`src/rtl/axi4_pkg.sv`:
```
// rtl/axi4_pkg.sv - AXI4 channel structs shared by the master and its interconnect.
package axi4_pkg;
    localparam int ID_W = 4;

    typedef struct packed {
        logic [ID_W-1:0] id;
        logic [31:0]     addr;
        logic [7:0]      len;
        logic [2:0]      size;
        logic [1:0]      burst;
        logic            valid;
    } ax_m_t;

    typedef struct packed {
        logic [31:0] data;
        logic [3:0]  strb;
        logic        last;
        logic        valid;
    } w_m_t;

    typedef struct packed {
        logic [ID_W-1:0] id;
        logic [1:0]      resp;
        logic            valid;
    } b_s_t;

    typedef struct packed {
        logic [ID_W-1:0] id;
        logic [31:0]     data;
        logic [1:0]      resp;
        logic            last;
        logic            valid;
    } r_s_t;

    typedef struct packed {
        logic ready;
    } ready_t;
endpackage

```
`src/rtl/riscv_axi_master_pkg.sv`:
```
// rtl/riscv_axi_master_pkg.sv - Pending-table entry type and fixed AXI field values.
package riscv_axi_master_pkg;
    localparam logic [2:0] AXI_SIZE_WORD  = 3'b010;
    localparam logic [1:0] AXI_BURST_INCR = 2'b01;
    localparam logic [1:0] AXI_RESP_OKAY  = 2'b00;

    typedef struct packed {
        logic        live;
        logic        rnw;
        logic [31:0] addr;
        logic        done;
        logic        err;
        logic [31:0] data;
    } pending_entry_t;
endpackage

```
`src/rtl/riscv_axi_pending_table.sv`:
```
// rtl/riscv_axi_pending_table.sv - Circular outstanding-transaction table indexed by AXI ID.
module riscv_axi_pending_table
    import riscv_axi_master_pkg::*;
#(
    parameter  int DEPTH = 8,
    localparam int PTR_W = $clog2(DEPTH)
) (
    input  logic             clock,
    input  logic             reset,
    input  logic             alloc,
    input  logic             alloc_rnw,
    input  logic [31:0]      alloc_addr,
    output logic [PTR_W-1:0] wr_ptr,
    input  logic             cap_a_vld,
    input  logic [PTR_W-1:0] cap_a_id,
    input  logic [31:0]      cap_a_data,
    input  logic             cap_a_err,
    output logic             cap_a_ok,
    input  logic             cap_b_vld,
    input  logic [PTR_W-1:0] cap_b_id,
    input  logic [31:0]      cap_b_data,
    input  logic             cap_b_err,
    output logic             cap_b_ok,
    input  logic             retire,
    output pending_entry_t   head,
    output logic [PTR_W:0]   count
);
    pending_entry_t entries [DEPTH];
    logic [PTR_W-1:0] rd_ptr;

    // A second capture to the same ID in one cycle loses and is reported as unexpected.
    assign cap_a_ok = cap_a_vld & entries[cap_a_id].live & ~entries[cap_a_id].done;
    assign cap_b_ok = cap_b_vld & entries[cap_b_id].live & ~entries[cap_b_id].done
                    & ~(cap_a_ok & (cap_a_id == cap_b_id));
    assign head = entries[rd_ptr];

    always_ff @(posedge clock) begin
        if (reset) begin
            for (int i = 0; i < DEPTH; i++) entries[i] <= '0;
            wr_ptr <= '0;
            rd_ptr <= '0;
            count  <= '0;
        end else begin
            if (alloc) begin
                entries[wr_ptr] <= '{live: 1'b1, rnw: alloc_rnw, addr: alloc_addr,
                                     done: 1'b0, err: 1'b0, data: 32'h0};
                wr_ptr <= wr_ptr + PTR_W'(1);
            end
            if (cap_a_ok) begin
                entries[cap_a_id].done <= 1'b1;
                entries[cap_a_id].data <= cap_a_data;
                entries[cap_a_id].err  <= cap_a_err;
            end
            if (cap_b_ok) begin
                entries[cap_b_id].done <= 1'b1;
                entries[cap_b_id].data <= cap_b_data;
                entries[cap_b_id].err  <= cap_b_err;
            end
            if (retire) begin
                entries[rd_ptr].live <= 1'b0;
                rd_ptr <= rd_ptr + PTR_W'(1);
            end
            if (alloc && !retire)      count <= count + (PTR_W+1)'(1);
            else if (!alloc && retire) count <= count - (PTR_W+1)'(1);
        end
    end
endmodule

```
`src/rtl/riscv_axi_master.sv`:
```
// rtl/riscv_axi_master.sv - CPU request stream to single-beat AXI4 with in-order responses.
module riscv_axi_master
    import axi4_pkg::*;
    import riscv_axi_master_pkg::*;
#(
    parameter  int DEPTH = 8,
    localparam int PTR_W = $clog2(DEPTH)
) (
    input  logic             clock,
    input  logic             reset,
    input  logic             req_vld,
    input  logic             req_rnw,
    input  logic [31:0]      req_addr,
    input  logic [31:0]      req_data,
    input  logic [3:0]       req_strb,
    output logic             req_ack,
    output logic             rsp_vld,
    input  logic             rsp_rdy,
    output logic             rsp_rnw,
    output logic [31:0]      rsp_addr,
    output logic [31:0]      rsp_data,
    output logic             rsp_err,
    output logic             unexp_rsp,
    output logic [PTR_W:0]   pending_cnt,
    input  ready_t           AXI_AW_S,
    input  ready_t           AXI_W_S,
    input  b_s_t             AXI_B_S,
    input  ready_t           AXI_AR_S,
    input  r_s_t             AXI_R_S,
    output ax_m_t            AXI_AW_M,
    output w_m_t             AXI_W_M,
    output ready_t           AXI_B_M,
    output ax_m_t            AXI_AR_M,
    output ready_t           AXI_R_M
);
    logic aw_done, w_done;
    logic full, can_issue, is_wr, ar_hs, aw_hs, w_hs, wr_ack, retire;
    logic r_id_ok, b_id_ok, r_ok, b_ok;
    logic [PTR_W-1:0] wr_ptr;
    logic [PTR_W:0] count;
    pending_entry_t head;
    logic unused_r_last;

    assign unused_r_last = AXI_R_S.last;

    assign full      = (count == (PTR_W+1)'(DEPTH));
    assign can_issue = req_vld & ~full & ~reset;
    assign is_wr     = can_issue & ~req_rnw;
    assign ar_hs     = can_issue & req_rnw & AXI_AR_S.ready;
    assign aw_hs     = is_wr & ~aw_done & AXI_AW_S.ready;
    assign w_hs      = is_wr & ~w_done & AXI_W_S.ready;
    // A write is accepted once both AW and W have handshaken, in either order.
    assign wr_ack    = is_wr & (aw_done | aw_hs) & (w_done | w_hs);
    assign req_ack   = ar_hs | wr_ack;

    always_comb begin
        AXI_AR_M       = '0;
        AXI_AR_M.valid = can_issue & req_rnw;
        AXI_AR_M.id    = ID_W'(wr_ptr);
        AXI_AR_M.addr  = req_addr;
        AXI_AR_M.size  = AXI_SIZE_WORD;
        AXI_AR_M.burst = AXI_BURST_INCR;
        AXI_AW_M       = AXI_AR_M;
        AXI_AW_M.valid = is_wr & ~aw_done;
        AXI_W_M.valid  = is_wr & ~w_done;
        AXI_W_M.data   = req_data;
        AXI_W_M.strb   = req_strb;
        AXI_W_M.last   = 1'b1;
        AXI_B_M.ready  = 1'b1;
        AXI_R_M.ready  = 1'b1;
    end

    always_ff @(posedge clock) begin
        if (reset) begin
            aw_done <= 1'b0;
            w_done  <= 1'b0;
        end else if (wr_ack) begin
            aw_done <= 1'b0;
            w_done  <= 1'b0;
        end else begin
            if (aw_hs) aw_done <= 1'b1;
            if (w_hs)  w_done  <= 1'b1;
        end
    end

    // IDs beyond the table are never issued, so they can only be stale or bogus.
    assign r_id_ok = ({1'b0, AXI_R_S.id} < (ID_W+1)'(DEPTH));
    assign b_id_ok = ({1'b0, AXI_B_S.id} < (ID_W+1)'(DEPTH));

    always_ff @(posedge clock) begin
        if (reset)
            unexp_rsp <= 1'b0;
        else if ((AXI_R_S.valid && !r_ok) || (AXI_B_S.valid && !b_ok))
            unexp_rsp <= 1'b1;
    end

    assign retire      = rsp_vld & rsp_rdy;
    assign rsp_vld     = head.live & head.done;
    assign rsp_rnw     = head.rnw;
    assign rsp_addr    = head.addr;
    assign rsp_data    = head.data;
    assign rsp_err     = head.err;
    assign pending_cnt = count;

    riscv_axi_pending_table #(.DEPTH(DEPTH)) u_table (
        .clock      (clock),
        .reset      (reset),
        .alloc      (req_ack),
        .alloc_rnw  (req_rnw),
        .alloc_addr (req_addr),
        .wr_ptr     (wr_ptr),
        .cap_a_vld  (AXI_R_S.valid & r_id_ok),
        .cap_a_id   (AXI_R_S.id[PTR_W-1:0]),
        .cap_a_data (AXI_R_S.data),
        .cap_a_err  (AXI_R_S.resp != AXI_RESP_OKAY),
        .cap_a_ok   (r_ok),
        .cap_b_vld  (AXI_B_S.valid & b_id_ok),
        .cap_b_id   (AXI_B_S.id[PTR_W-1:0]),
        .cap_b_data (32'h0),
        .cap_b_err  (AXI_B_S.resp != AXI_RESP_OKAY),
        .cap_b_ok   (b_ok),
        .retire     (retire),
        .head       (head),
        .count      (count)
    );
endmodule

```
`config.mk`:
```
export PLATFORM = sky130hd
export DESIGN_NAME = riscv_axi_master
export DESIGN_NICKNAME = d
export VERILOG_FILES = /design/src/rtl/axi4_pkg.sv /design/src/rtl/riscv_axi_master_pkg.sv /design/src/rtl/riscv_axi_pending_table.sv /design/src/rtl/riscv_axi_master.sv
export SDC_FILE = /design/constraint.sdc
export NUM_CORES = 1
export LEC_CHECK = 0
export CAP_MARGIN = 10
export CELL_PAD_IN_SITES_DETAIL_PLACEMENT = 1
export CELL_PAD_IN_SITES_GLOBAL_PLACEMENT = 2
export CORE_UTILIZATION = 40
export DETAILED_ROUTE_END_ITERATION = 8
export HOLD_SLACK_MARGIN = 0.12
export MAX_ROUTING_LAYER = met4
export PLACE_DENSITY = 0.85
export SLEW_MARGIN = 20
export SYNTH_ARGS = -nofsm -noshare
export SYNTH_HDL_FRONTEND = slang
export SYNTH_HIERARCHICAL = 1
export SYNTH_SLANG_ARGS = --single-unit
```
`constraint.sdc`:
```
create_clock -name clock -period 6.5 [get_ports clock]
set_input_delay 1.3 -clock clock [delete_from_list [all_inputs] [get_ports clock]]
set_output_delay 1.3 -clock clock [all_outputs]
set_load 0.01 [all_outputs]
```
==> out/results.ini, run 1 <==
[setup_path]
worstSetupEndpointType=output port
start_kind=flop
arrival_ns=3.56
critPathRequiredTime_ns=5.20
path_max_fanout=37
crit_type=reg -> out

[outcome]
outcome=finished, final reports clean

[floorplanning]
ios=336
coreArea_um2=70000
die_y_um=268
start_util=0.405
fp.dieArea_um2=71900
die_w_um=268
row_count=97

[power]
peakVddDrop_mv=0.196
power.density_nw_per_um2=240
power_mw=7.91
leakagePower_nw=11.3

[global_routing]
grt.total_usage=0.239
grt_pass1_wl_um=123000
grt_start_max_net_pins=64
overflow=0
grt_antenna_before_repair=7
grt_pass1_vias=19400

[detailed_routing]
wire_per_inst_um=26.1
via_count=18100
drt_first_pass_iters=7
viasPerCell=5.72
postRouteAntennaNets=0
first_iter_violations=1472
postRouteWirelength_um=82800
drc_errors=0

[sta]
period_needed_ns=4.86
hold_viol_final=0
tightest_slew_ns=1.11
skew_ns=0.0278
maxSlewViolCount=0
fin_ws_ns=1.64
fin_tns_setup_ns=0
slew_headroom=0.256
rsz0062_at_grt=false
setup_viol=0
fmax_mhz=206
timing.final.crit_share=0.748

[clock_tree]
cts_sinks=560
cts_hold_buf=0
cts_buffer_depth=3
clock_latency_ns=0.64
cts_tree=done
cts_setup_buffers=0
cts_root_buffer=clkbuf_16
path_clk_slew_ns=0.06
cts-resized-gates=0
cts_made_buffers=59
h-tree-depth=2

[logic_synthesis]
yosysSeqAreaShare=0.582
ys.warnings.count=6
ys_types=77
synth_top_flop_cell=edfxtp_1
ys_ff_latch=560
async_reset_ff_frac=0
syn_inst=2038
syn_area_um2=28300
synth_edf_count=528
syn_avg_cell_area_um2=13.9

[run]
cap_violations=0

[final_layout]
finalInstanceArea_um2=32900
n_fill_cell=7023
synthToLayoutAreaGrowth_pct=16.1
drive_gt1_frac=0.182
final_nets=2300

[placed_design]
port_buffers=231
pre_cts_slack_ns=1.10
dpl.hpwl_um=47400
placed_area_um2=31000
gp_congestion=0.841

[min_path]
hold_class=reg -> reg

-- per-layer routing --
layer | vias to the layer above | track usage | routed length (um)
met5 | - | - | 0
met4 | 0 | 0.0729 | 2110
met3 | 137 | 0.0374 | 5430
met2 | 719 | 0.398 | 42000
met1 | 9499 | 0.299 | 33300
li1 | 7773 | - | -
-- cells by family (layout without fill, tap and decap cells) --
| logic type | after synthesis | count (layout) | share of synthesized area |
|---|---|---|---|
| xor+xnor | 10 | 10 | 0.00309 |
| fa+ha+maj | 6 | 6 | 0.00291 |
| flops | 560 | 560 | 0.582 |
| buf+inv | 324 | 414 | 0.0644 |
| compound gates | 334 | 334 | 0.0914 |
| other cells | 2 | 103 | 0.000265 |
| mux | 220 | 220 | 0.142 |
| simple gates | 582 | 582 | 0.114 |
-- report_power, final --
group	total [mW]	internal (mW)	switching [mW]
registers	4.09	4.05	0.0365
logic	0.534	0.212	0.322
clock network	3.29	1.85	1.44
-- metrics by stage --
step                      utilization  hold slack [ns]  instances
after global routing            0.470            0.535       3168
after floorplan                     -            0.467       2131
after detailed placement        0.443            0.483       3050
after CTS                       0.470            0.511       3161
final                           0.470            0.500       3169
after global placement          0.443            0.470       3050
-- flip-flops by register name, summed over array words and instances (netlist names), named ones only --
signal,count
w_done,1
u_table/entries,544
u_table/wr_ptr,3
u_table/count,4
u_table/rd_ptr,3
aw_done,1
unexp_rsp,1
-- worst paths after layout --
check | start | endpoint | slack [ns] | depth (start not counted)
max | flop | rsp_data[28] | 1.64 | 4
min reg2reg | unexp_rsp | unexp_rsp | 0.50 | 2
min | unexp_rsp | unexp_rsp | 0.50 | 2
max reg2reg | flop | u_table/count[3] | 2.60 | 12
-- critical path: stages, from the launching register on --
cell	delay, ns
dfxtp_4	0.73
buf_4	0.73
mux4_2	0.61
mux2_2	0.32
clkdlybuf4s50_1	0.49
-- synthesized netlist by cell type (24+ instances only) --
| cell | instances | share of area |
|---|---|---|
| a21oi_1 | 25 | 0.0044 |
| a22o_1 | 90 | 0.028 |
| a32o_1 | 27 | 0.0095 |
| and2_1 | 266 | 0.059 |
| buf_1 | 42 | 0.0056 |
| buf_2 | 24 | 0.0042 |
| buf_4 | 138 | 0.037 |
| clkbuf_1 | 94 | 0.012 |
| dfxtp_1 | 32 | 0.023 |
| edfxtp_1 | 528 | 0.56 |
| mux2_2 | 75 | 0.030 |
| mux4_2 | 137 | 0.11 |
| nand2_1 | 166 | 0.022 |
| nor2_1 | 34 | 0.0045 |
| nor2b_1 | 33 | 0.0073 |
| o21ai_0 | 63 | 0.011 |
| o21ai_1 | 48 | 0.0085 |
| o2bb2ai_1 | 39 | 0.012 |
-- area by class of cell --
class | count | area [um^2] | share of cell area
Sequential cell | 560 | 16500 | 0.502
Timing Repair Buffer | 285 | 2730 | 0.0830
Antenna cell | 8 | 20.0 | 0.000608
Clock inverter | 28 | 230 | 0.00700
Tap cell | 940 | 1180 | 0.0357
Multi-Input combinational cell | 1247 | 10500 | 0.320
Inverter | 18 | 67.6 | 0.00205
Clock buffer | 83 | 1650 | 0.0500
-- cell usage in the layout, fill, tap and decap left out, types with 8 or more instances in the layout --
cell type	count
clkbuf_8	8
clkinv_2	9
mux4_2	137
o21ai_0	61
a21oi_1	25
nor2b_1	33
nor3_1	21
and3_1	16
nand2_1	164
nor2_1	28
conb_1	95
clkdlybuf4s50_1	229
nand3b_1	8
a32o_1	27
buf_4	52
edfxtp_1	528
a22o_1	90
clkbuf_16	59
clkinv_1	14
o21ai_1	48
and2_1	266
inv_1	16
o2bb2ai_1	39
diode_2	8
dfxtp_1	29
clkbuf_1	16
mux2_2	75
Note: power is estimated with default switching activity, not from simulation.
==> inputs of run 2 (changes only) <==
==> constraint.sdc (replaced) <==
create_clock -name clock -period 5.1 [get_ports clock]
set_input_delay 1.02 -clock clock [delete_from_list [all_inputs] [get_ports clock]]
set_output_delay 1.02 -clock clock [all_outputs]
set_load 0.01 [all_outputs]
==> out/results.ini, run 2 (same netlist as run 1, synthesis figures left out) <==
[sta]
slew_headroom=0.398  ; +0.142
maxSlewViolCount=0  ; unchanged
fin_tns_setup_ns=0  ; unchanged
setup_viol=0  ; unchanged
hold_viol_final=0  ; unchanged
period_needed_ns=4.32
fmax_mhz=232
skew_ns=0.0338  ; +0.00594 ns
fin_ws_ns=0.783  ; -0.853 ns
timing.final.crit_share=0.846
tightest_slew_ns=0.902  ; -0.209 ns
rsz0062_at_grt=false

[final_layout]
top_register=u_table/entries
ff_latch_area_um2=16500  ; unchanged
final_nets=2319  ; +0.83%
largestRegisters=u_table/entries x544, u_table/count x4
multi_input_area_um2=10500  ; about the same
n_fill_cell=7017  ; -0.085%
final_util=0.473  ; +0.00334
final_common_cell=edfxtp_1
synthToLayoutAreaGrowth_pct=17.0
drive_gt1_frac=0.192  ; +0.00944
largest_register_ffs=544  ; unchanged
final_cell_mix=edfxtp_1, and2_1, clkdlybuf4s50_1

[run]
cap_violations=0  ; unchanged

[placed_design]
pre_cts_slack_ns=0.286  ; -0.810 ns
dpl.hpwl_um=49000  ; +3.3%
port_buffers=231  ; unchanged
gp_congestion=0.883  ; +5.0%

[floorplanning]
die_w_um=268  ; unchanged
coreArea_um2=70000  ; unchanged
start_util=0.405  ; unchanged
die_y_um=268  ; unchanged
row_count=97  ; unchanged
fp.dieArea_um2=71900  ; unchanged
ios=336  ; unchanged

[detailed_routing]
first_iter_violations=1489  ; +1.2%
drc_errors=0  ; unchanged
viasPerCell=5.76  ; +0.75%
wire_per_inst_um=26.2  ; +0.16%
postRouteAntennaNets=0  ; unchanged
via_count=18400  ; +1.4%
postRouteWirelength_um=83400  ; +0.76%
drt_first_pass_iters=5  ; -2

[clock_tree]
cts_setup_buffers=0  ; unchanged
cts_made_buffers=61  ; +3.4%
path_clk_slew_ns=0.06  ; about the same
cts-resized-gates=0  ; unchanged
cts_tree=done
clock_latency_ns=0.65  ; about the same
cts_hold_buf=0  ; unchanged
cts_buffer_depth=3  ; unchanged
cts_root_buffer=clkbuf_16
h-tree-depth=2  ; unchanged
cts_sinks=560  ; unchanged

[global_routing]
grt.total_usage=0.239  ; about the same
grt_start_max_net_pins=67  ; +4.7%
grt_pass1_wl_um=123000  ; +0.36%
grt_antenna_before_repair=5  ; -2
overflow=0  ; unchanged
grt_pass1_vias=19600  ; +0.86%

[setup_path]
path_max_fanout=28  ; -24%
crit_type=reg -> out
worstSetupEndpointType=output port
arrival_ns=3.30  ; -0.26 ns
critPathRequiredTime_ns=4.08  ; -1.12 ns
start_kind=flop

[power]
leakagePower_nw=11.5  ; +1.2%
peakVddDrop_mv=0.279  ; +42%
power_mw=10.2  ; +29%
power.density_nw_per_um2=307  ; +28%

[min_path]
worstHoldStart=unexp_rsp
hold_class=reg -> reg

[outcome]
outcome=finished, final reports clean

## run 2: layer usage
layer | routed length [um] | GRT usage | vias up
met5 | 0 | - | -
li1 | - | - | 7811
met4 | 1760 | 0.0642 | 0
met1 | 33300 | 0.297 | 9637
met3 | 6110 | 0.0396 | 145
met2 | 42200 | 0.402 | 781
## run 2: layout make-up
class                           instances  share of cell area
Sequential cell                       560               0.498
Multi-Input combinational cell       1247               0.317
Timing Repair Buffer                  302              0.0882
Clock buffer                           81              0.0492
Tap cell                              940              0.0355
Clock inverter                         34             0.00917
Inverter                               18             0.00204
Antenna cell                            6            0.000453
## run 2: where the power goes
group	switching (mW)	total, mW	internal (mW)
clock	1.86	4.27	2.41
sequential	0.0473	5.21	5.17
combinational	0.415	0.692	0.277
total	2.32	10.2	7.85
## run 2: critical path, stage by stage, from the launching register on
cell and delay, ns:
dfxtp_4 0.77, buf_4 0.46, mux4_2 0.56, mux2_2 0.29
clkdlybuf4s50_1 0.55
## run 2: through the flow
| step | cell area (um^2) | cells | hold slack (ns) |
|---|---|---|---|
| 6_report | 33100 | 3188 | 0.523 |
| 5_1_grt | 33100 | 3187 | 0.557 |
| 4_1_cts | 33100 | 3181 | 0.524 |
| 3_5_place_dp | 31200 | 3066 | 0.493 |
| 3_3_place_gp | 31200 | 3066 | 0.467 |
| 2_1_floorplan | 28700 | 2131 | 0.467 |
## run 2: final timing paths
check,end,cells past startpoint,slack (ns)
setup / recovery,rsp_rnw,4,0.78
hold / removal,unexp_rsp,2,0.52
hold reg to reg,unexp_rsp,2,0.52
setup reg to reg,u_table/count[3],12,1.47
==> inputs of run 3 (changes only) <==
==> constraint.sdc (replaced) <==
create_clock -name clock -period 4.1 [get_ports clock]
set_input_delay 0.82 -clock clock [delete_from_list [all_inputs] [get_ports clock]]
set_output_delay 0.82 -clock clock [all_outputs]
set_load 0.01 [all_outputs]
==> out/results.ini, run 3 (same netlist as run 1, synthesis figures left out) <==
[sta]
fmax_mhz=255
tightest_slew_ns=0.905  ; +0.00298 ns
setup_viol=0  ; unchanged
maxSlewViolCount=0  ; unchanged
fin_tns_setup_ns=0  ; unchanged
period_needed_ns=3.93
hold_viol_final=0  ; unchanged
timing.final.crit_share=0.958
slew_headroom=0.396  ; -0.00199
skew_ns=0.0538  ; +0.0200 ns
fin_ws_ns=0.172  ; -0.611 ns
rsz0062_at_grt=false
whs_ns=0.518  ; -0.00526 ns

[detailed_routing]
viasPerCell=5.71  ; -0.86%
postRouteWirelength_um=84200  ; +1.0%
wire_per_inst_um=26.3  ; +0.72%
drc_errors=0  ; unchanged
postRouteAntennaNets=0  ; unchanged
first_iter_violations=1387  ; -6.9%
via_count=18300  ; -0.58%
drt_first_pass_iters=5  ; unchanged

[final_layout]
synthToLayoutAreaGrowth_pct=17.4
final_common_cell=edfxtp_1
drive_gt1_frac=0.191  ; -0.000493
largestRegisters=u_table/entries x544, u_table/count x4
top_register=u_table/entries
final_util=0.475  ; +0.00161
final_nets=2332  ; +0.56%
largest_register_ffs=544  ; unchanged
final_cell_mix=edfxtp_1, and2_1, clkdlybuf4s50_1

[power]
power.density_nw_per_um2=378  ; +23%
leakagePower_nw=11.5  ; +0.47%
power_mw=12.6  ; +24%
peakVddDrop_mv=0.261  ; -6.5%

[floorplanning]
ios=336  ; unchanged
coreArea_um2=70000  ; unchanged
row_count=97  ; unchanged
start_util=0.405  ; unchanged
die_y_um=268  ; unchanged
die_w_um=268  ; unchanged
fp.dieArea_um2=71900  ; unchanged

[placed_design]
port_buffers=231  ; unchanged
gp_congestion=0.870  ; -1.4%
dpl.hpwl_um=49200  ; +0.47%
pre_cts_slack_ns=0.194  ; -0.0919 ns

[run]
cap_violations=0  ; unchanged

[setup_path]
critPathRequiredTime_ns=3.28  ; -0.80 ns
crit_type=reg -> out
worstSetupEndpointType=output port
start_kind=flop
path_max_fanout=38  ; +36%
worst_r2r_path_depth=13  ; +1
arrival_ns=3.11  ; -0.19 ns

[global_routing]
overflow=0  ; unchanged
grt_antenna_before_repair=4  ; -1
grt.total_usage=0.242  ; +0.00297
grt_pass1_vias=19600  ; -0.19%
grt_start_max_net_pins=77  ; +15%
grt_pass1_wl_um=125000  ; +1.1%

[clock_tree]
cts_buffer_depth=3  ; unchanged
h-tree-depth=2  ; unchanged
clock_latency_ns=0.66  ; about the same
cts_tree=done
cts_setup_buffers=0  ; unchanged
cts_root_buffer=clkbuf_16
cts_sinks=560  ; unchanged
cts_made_buffers=59  ; -3.3%
path_clk_slew_ns=0.06  ; about the same

[min_path]
hold_depth=2  ; unchanged
hold_class=reg -> reg

[outcome]
outcome=finished, final reports clean

[run 3: cell types whose count changed in the layout (fill, tap and decap cells not counted)]
cell / previous run / this run
diode_2: 6 / 4
clkinv_2: 15 / 6
clkbuf_8: 3 / 0
bufinv_16: 3 / 4
clkbuf_16: 61 / 59
buf_12: 7 / 10
clkinv_1: 9 / 23
clkbuf_1: 17 / 13
buf_4: 64 / 73
buf_6: 0 / 1
buf_16: 0 / 2
clkinvlp_4: 3 / 2
[run 3: path summary, 6_finish.rpt]
kind	from	to	slack (ns)
setup reg to reg	flop	u_table/count[3]	0.72
hold / removal	u_table/count[3]	u_table/count[3]	0.52
hold reg to reg	u_table/count[3]	u_table/count[3]	0.52
setup / recovery	flop	rsp_addr[2]	0.17
[run 3: routing by layer]
metal / vias up / track usage / share of wire
met4: 0 / 0.0721 / 0.025
met1: 9575 / 0.298 / 0.40
met2: 720 / 0.405 / 0.51
met5: - / - / 0
li1: 7832 / - / -
met3: 140 / 0.0434 / 0.068
[run 3: power by group]
group | internal [mW] | switching (mW)
Sequential | 6.42 | 0.0579
Combinational | 0.357 | 0.522
Clock | 2.90 | 2.31
[run 3: what timing repair did]
item,4_1_cts,5_1_grt
hold buffers,0,0
setup endpoints to repair,3,1
gates resized for setup,1,2
[run 3: worst max-delay path, stage by stage (launching register included)]
cell,delay [ns]
dfxtp_4,0.44
buf_16,0.29
buf_4,0.32
mux4_2,0.53
mux2_2,0.27
clkdlybuf4s50_1,0.55
[run 3: layout make-up]
class	instances	area [um^2]
fill	6954	36800
tap	940	1180
antenna	4	10.0
inverter	18	67.6
sequential	560	16500
clock inverter	39	334
clock buffer	72	1530
timing repair buffer	317	3120
multi-input combinational	1247	10500
[run 3: through the flow]
stage	std cells	cell area [um^2]
5_1_grt	3196	33300
6_report	3197	33300
3_5_place_dp	3082	31400
2_1_floorplan	2131	28700
3_3_place_gp	3082	31400
4_1_cts	3193	33200
